### src/rtl/clkgen_multi.sv
// clkgen_multi: NUM_CH programmable clock-enable / waveform generators.
// Shared config port with per-channel shadow registers applied at period wrap.

module clkgen_ch #(
    parameter int CNT_W      = 8,
    parameter int DEF_PERIOD = 2,
    parameter int DEF_HIGH   = 1
) (
    input  logic             clock,
    input  logic             reset,
    input  logic             enable,
    input  logic             ld,
    input  logic [CNT_W-1:0] ld_period,
    input  logic [CNT_W-1:0] ld_high,
    output logic             pending,
    output logic             wave,
    output logic             rise,
    output logic             fall
);

    typedef enum logic {
        IDLE,
        RUN
    } state_t;

    localparam logic [CNT_W-1:0] ZERO  = '0;
    localparam logic [CNT_W-1:0] ONE   = CNT_W'(1);
    localparam logic [CNT_W-1:0] DPER  = CNT_W'(DEF_PERIOD);
    localparam logic [CNT_W-1:0] DHIGH = CNT_W'(DEF_HIGH);

    state_t           state_q, state_d;
    logic [CNT_W-1:0] cnt_q, cnt_d;
    logic [CNT_W-1:0] per_q, per_d;
    logic [CNT_W-1:0] high_q, high_d;
    logic [CNT_W-1:0] shp_q, shp_d;
    logic [CNT_W-1:0] shh_q, shh_d;
    logic             pend_q, pend_d;
    logic             wave_q, wave_d;
    logic             rise_q, rise_d;
    logic             fall_q, fall_d;
    logic             wrap;

    always_ff @(posedge clock) begin
        if (reset) begin
            state_q <= IDLE;
            cnt_q   <= ZERO;
            per_q   <= DPER;
            high_q  <= DHIGH;
            shp_q   <= DPER;
            shh_q   <= DHIGH;
            pend_q  <= 1'b0;
            wave_q  <= 1'b0;
            rise_q  <= 1'b0;
            fall_q  <= 1'b0;
        end else begin
            state_q <= state_d;
            cnt_q   <= cnt_d;
            per_q   <= per_d;
            high_q  <= high_d;
            shp_q   <= shp_d;
            shh_q   <= shh_d;
            pend_q  <= pend_d;
            wave_q  <= wave_d;
            rise_q  <= rise_d;
            fall_q  <= fall_d;
        end
    end

    assign wrap = (cnt_q == per_q - ONE);

    always_comb begin
        state_d = state_q;
        cnt_d   = cnt_q;
        per_d   = per_q;
        high_d  = high_q;
        shp_d   = shp_q;
        shh_d   = shh_q;
        pend_d  = pend_q;
        wave_d  = 1'b0;
        case (state_q)
            IDLE: begin
                cnt_d = ZERO;
                if (pend_q) begin
                    per_d  = shp_q;
                    high_d = shh_q;
                    pend_d = 1'b0;
                end
                if (enable) state_d = RUN;
            end
            RUN: begin
                if (!enable) begin
                    // Output drops right away; any shadow applies once IDLE.
                    state_d = IDLE;
                    cnt_d   = ZERO;
                end else begin
                    wave_d = (cnt_q < high_q);
                    if (wrap) begin
                        cnt_d = ZERO;
                        if (pend_q) begin
                            per_d  = shp_q;
                            high_d = shh_q;
                            pend_d = 1'b0;
                        end
                    end else begin
                        cnt_d = cnt_q + ONE;
                    end
                end
            end
        endcase
        // A load is only granted while no shadow is pending.
        if (ld) begin
            pend_d = 1'b1;
            shp_d  = ld_period;
            shh_d  = ld_high;
        end
        rise_d = wave_d && !wave_q;
        fall_d = !wave_d && wave_q;
    end

    assign pending = pend_q;
    assign wave    = wave_q;
    assign rise    = rise_q;
    assign fall    = fall_q;

endmodule

module clkgen_multi #(
    parameter int NUM_CH     = 4,
    parameter int CNT_W      = 8,
    parameter int DEF_PERIOD = 2,
    parameter int DEF_HIGH   = 1,
    localparam int CH_W      = (NUM_CH > 1) ? $clog2(NUM_CH) : 1
) (
    input  logic              clock,
    input  logic              reset,
    input  logic [NUM_CH-1:0] enable,
    input  logic              cfg_valid,
    output logic              cfg_ready,
    input  logic [CH_W-1:0]   cfg_ch,
    input  logic [CNT_W-1:0]  cfg_period,
    input  logic [CNT_W-1:0]  cfg_high,
    output logic              cfg_err,
    output logic [NUM_CH-1:0] wave_out,
    output logic [NUM_CH-1:0] rise_pulse,
    output logic [NUM_CH-1:0] fall_pulse
);

    logic [NUM_CH-1:0] pend;
    logic              ch_ok;
    logic              sel_pend;
    logic              bad;
    logic              hs;
    logic              err_q;

    assign ch_ok    = (int'(cfg_ch) < NUM_CH);
    assign sel_pend = ch_ok ? pend[cfg_ch] : 1'b0;
    assign bad      = (cfg_period < CNT_W'(2))
                   || (cfg_high > cfg_period)
                   || !ch_ok;
    assign cfg_ready = !reset && !sel_pend;
    assign hs        = cfg_valid && cfg_ready;

    // Rejected requests still complete the handshake; only the pulse reports them.
    always_ff @(posedge clock) begin
        if (reset) err_q <= 1'b0;
        else       err_q <= hs && bad;
    end

    assign cfg_err = err_q;

    for (genvar i = 0; i < NUM_CH; i++) begin : g_ch
        logic ld;
        assign ld = hs && !bad && (int'(cfg_ch) == i);

        clkgen_ch #(
            .CNT_W      (CNT_W),
            .DEF_PERIOD (DEF_PERIOD),
            .DEF_HIGH   (DEF_HIGH)
        ) u_ch (
            .clock     (clock),
            .reset     (reset),
            .enable    (enable[i]),
            .ld        (ld),
            .ld_period (cfg_period),
            .ld_high   (cfg_high),
            .pending   (pend[i]),
            .wave      (wave_out[i]),
            .rise      (rise_pulse[i]),
            .fall      (fall_pulse[i])
        );
    end

endmodule

### config.mk
export PLATFORM = sky130hd
export DESIGN_NAME = clkgen_multi
export DESIGN_NICKNAME = d
export VERILOG_FILES = /design/src/rtl/clkgen_multi.sv
export SDC_FILE = /design/constraint.sdc
export NUM_CORES = 1
export LEC_CHECK = 0
export BUFFER_PORTS_ARGS = -buffer_cell sky130_fd_sc_hd__buf_2
export CORE_UTILIZATION = 29
export CTS_CLUSTER_SIZE = 16
export DETAILED_ROUTE_END_ITERATION = 10
export MAX_ROUTING_LAYER = met4
export PLACE_DENSITY = 0.47
export SKIP_LAST_GASP = 1
export SLEW_MARGIN = 20
export SYNTH_ARGS = -nofsm -noshare
export SYNTH_HDL_FRONTEND = slang
export SYNTH_SLANG_ARGS = --single-unit
### constraint.sdc
create_clock -name clock -period 4.4 [get_ports clock]
set_input_delay 0.22 -clock clock [delete_from_list [all_inputs] [get_ports clock]]
set_output_delay 0.22 -clock clock [all_outputs]
set_load 0.01 [all_outputs]
==> results by group <==
Setup path
  • Max incr delay on CP: approximately 520 ps
  • Worst r2r dst: g_ch[2].u_ch.per_q[5]
  • R2R Path Start: g_ch[2].u_ch.per_q[0]
  • Cell Chain, Critical Path: inv_1 -> ha_1 -> nand2_1 -> or4_4 -> a2111oi_4 -> nand4_4 -> o311ai_0
  • Slowest-stage cell, CP: o311ai_0
  • CP endpoint kind: flop
  • Crit path required time: about 4700 ps
  • Flop2flop setup slack: 1630 ps
  • Critical path arrival: 3070 ps
  • CP Launch Type: flop
  • Worst-path fanout max: 28
  • R2R cell count: 7
  • Critical path class: reg2reg

Logic synthesis
  • Mux cell area share after synthesis: 10.3%
  • Mapped Nets: 1,082
  • Main synth FF type: dfxtp_1
  • Xor/xnor share of the synthesized area: between 5 and 6%
  • Largest area contributor in the netlist: dfxtp_1
  • Yosys reg bits: between 150 and 200
  • Complex-gate fraction of the synthesized area: 13.3%
  • Synthesis warning total: 0
  • Ranking of synthesized cells by area: dfxtp_1 40%, mux2i_1 10%, ha_1 6.1%
  • Syn_area_per_cell: 8.97 sq um
  • Synth Area in Adders: 6.06%
  • Largest family of logic cells by synthesized area: simple AND/OR/NAND/NOR gates
  • Register area share after synthesis: about 40%
  • Mapped Cells: 1,013
  • Area share of the largest cell type after synthesis: between 30 and 40%
  • Synth cell types: 60
  • EDFF count, synth: 0
  • Post-Syn Area: 0.00909 sq mm
  • Post-synth ARST share: 0%
  • Post-Synth Simple-Gate Area: between 10% and 20%

Run
  • Max Cap Viol: 0

Cells and area
  • Nets@finish: 1,076
  • Most frequent cells in the layout: 181 x dfxtp_1, 136 x nor2_1, 91 x mux2i_1
  • Ant. Diodes: 0
  • Final instance area: about 0.01 sq mm
  • Final Non-Filler Cells: 1,416
  • Area grow syn2layout: 11.1%
  • Commonest non-fill, non-tap cell in the layout: dfxtp_1
  • # fillers: ~3,300
  • Layout cells sized above 1: 9.61%

Clock tree
  • # H-tree levels: 4
  • Clock root buffer master: clkbuf_16
  • CTS max path bufs: 2
  • Latest clock arrival within the worst-skew pair: 430 ps
  • CTS buffer count: 17
  • Worst-path clk slew: 70 ps
  • CTS tree: done
  • Post-CTS setup buffers: 0
  • Cts hold-fix bufs: 0
  • Post_cts resized: 0
  • CTS sink cnt: roughly 180

Routing
  • Per-cell routed wire length: 15.0 um
  • Post-DR vias/cell: 4.85
  • Via total after detailed routing: ~6,900
  • Drt drc: 4
  • DR pass1 iterations: 9
  • ANT nets after route: 0
  • Detailed Route WL: 21.3 mm
  • Initial DRC count: 437

Placed design
  • Placer congestion estimate: 0.793
  • Placed Cells: about 1,400
  • Detailed Place HPWL: 14.7 mm
  • Placed inst area: 0.00949 sq mm
  • Dpl ws: 1700 ps
  • Port Buf Inserts: 38

Power
  • Pleak: 3.87 nW
  • Pint: 2.60 mW
  • Switching Power: 823 uW
  • Logic pwr share: 5.2%
  • Sw frac: 24.0%
  • Max IR drop VDD: 0.000227 V
  • Sequential power share: 48.8%
  • Clock network power share: between 40 and 50%
  • Final Power: 3.43 mW
  • Power density over the cells: 339 mW/mm^2

Timing
  • Worst clock skew: 13.9 ps
  • Max-Slew Margin vs Limit: 29.5%
  • Minimum clock period: around 2800 ps
  • Final WS setup: between 1500 and 2000 ps
  • Final Cycle Share: 63.0%
  • Post-route setup TNS: 0 ps
  • RSZ-0062 raised after global routing: false
  • Slew of the pin with the lowest slew margin: ~1100 ps
  • Setup Viol. Count Final: 0
  • Final number of max-transition violations: 0
  • Fmax: approximately 360 MHz
  • Hold Vio Cnt, Final: 0

GRT
  • Initial antenna violation count: 0
  • Largest net degree at the start of global routing: 68
  • Grt ovf: 0
  • First-pass GRT wire length: 35.1 mm
  • GRT Total Usage: 14.5%
  • Vias in the first global route: ~6,400

Floorplan
  • Io pins: 39
  • Initial Utilization: 29.6%
  • Rows: 64
  • Core ar.: 0.0307 sq mm
  • Die Area: 0.0321 sq mm
  • Die Wd: about 180 um
  • Die height: 179 um

Status
  • Failing checks: design-rule violations
  • Status: finished, violations left

Min path
  • Min-delay src: enable[1]
  • Hold Path End: g_ch[1].u_ch.state_q
  • Hold depth: 2
  • Worst hold path class: in2reg
==> sequential cells by signal, summed over array words and instances, names as in the netlist <==
| signal | cells |
|---|---|
| g_ch.u_ch.pending | 4 |
| g_ch.u_ch.state_q | 4 |
| g_ch.u_ch.per_q | 32 |
| cfg_err | 1 |
| g_ch.u_ch.shp_q | 32 |
| g_ch.u_ch.fall | 4 |
| g_ch.u_ch.shh_q | 32 |
| g_ch.u_ch.high_q | 32 |
| g_ch.u_ch.wave | 4 |
| g_ch.u_ch.cnt_q | 32 |
| g_ch.u_ch.rise | 4 |
==> worst max-delay path by stage <==
stage / depth (start not counted) / slack, ps / start / endpoint
finish: 7 / 1630 / g_ch[2].u_ch.per_q[0] / g_ch[2].u_ch.per_q[5]
global placement: 8 / 1740 / g_ch[0].u_ch.per_q[0] / g_ch[0].u_ch.high_q[2]
detailed placement: 8 / 1700 / g_ch[0].u_ch.per_q[0] / g_ch[0].u_ch.high_q[2]
floorplan: 12 / 1880 / g_ch[1].u_ch.per_q[0] / g_ch[1].u_ch.per_q[2]
CTS: 7 / 1610 / g_ch[2].u_ch.per_q[0] / g_ch[2].u_ch.per_q[5]
global route: 10 / 1400 / g_ch[1].u_ch.per_q[0] / g_ch[1].u_ch.per_q[1]
==> cell type report <==
class                   instances  area (sq um)  share of cell area [%]
multi-input cells             699          4880                    48.4
flip-flops and latches        181          3620                    35.9
well taps                     396           495                    4.91
clock buffers                  20           467                    4.62
repair buffers                 46           253                    2.50
inverters                      62           234                    2.32
clock inverters                12           141                    1.40
==> routing by layer <==
layer | wire length [um] | part of all wire, % | track usage [%]
met1 | 11000 | 52 | 19.4
met2 | 9550 | 45 | 22.4
met3 | 479 | 2.3 | 2.61
met4 | 225 | 1.1 | 3.85
met5 | 0 | 0 | -
==> critical path, delay by kind of cell (launching register included) <==
| family | cells | cell delay, ps |
|---|---|---|
| adders and majority gates | 1 | 170 |
| buffers and inverters | 1 | 80 |
| and+or+nand+nor | 3 | 990 |
| AOI/OAI and AO/OA | 2 | 1010 |
| DFF | 1 | 380 |
==> kinds of logic after synthesis <==
logic type | after synthesis
AOI/OAI and AO/OA | 154
buffers and inverters | 133
adders and majority gates | 44
xor gates and xnor gates | 58
muxes | 92
DFF | 181
and+or+nand+nor | 351
==> power groups by stage <==
stage	combinational, mW	clock [mW]	sequential [mW]
3_5_place_dp	0.180	0	1.71
6_report	0.178	1.58	1.67
4_1_cts	0.181	1.63	1.67
5_1_grt	0.198	1.70	1.68
2_1_floorplan	0.123	0	1.70
3_3_place_gp	0.180	0	1.71
==> Yosys cell counts, drive strengths merged, types with 2 or more instances <==
library cell    n
clkbuf         39
inv            61
xor2           28
a21oi          14
nand2b          4
a31oi          16
dfxtp         181
a211oi         14
xnor2          30
o211ai          8
nor4b           2
a21boi          2
buf            32
o31ai           3
a22oi           2
o311ai         18
nand3          38
and2            4
nor4            3
and3           20
or3             2
or4             2
and4            2
o21ai          15
nor3           35
nand4          20
ha             44
a2111oi         2
mux2i          91
nor3b           8
o21a           19
nor2b           8
nor2          136
a41o            9
nand4b          2
nand2          63
a211o           2
a21o           15
a41oi           2
a311o           6
==> through the flow <==
step	hold slack, ps	util [%]
after floorplan	303	-
after global placement	433	30.9
after detailed placement	427	30.9
after CTS	67.6	32.8
after global routing	61.9	32.8
final	82.1	32.8
Note: power is estimated with default switching activity, not from simulation.
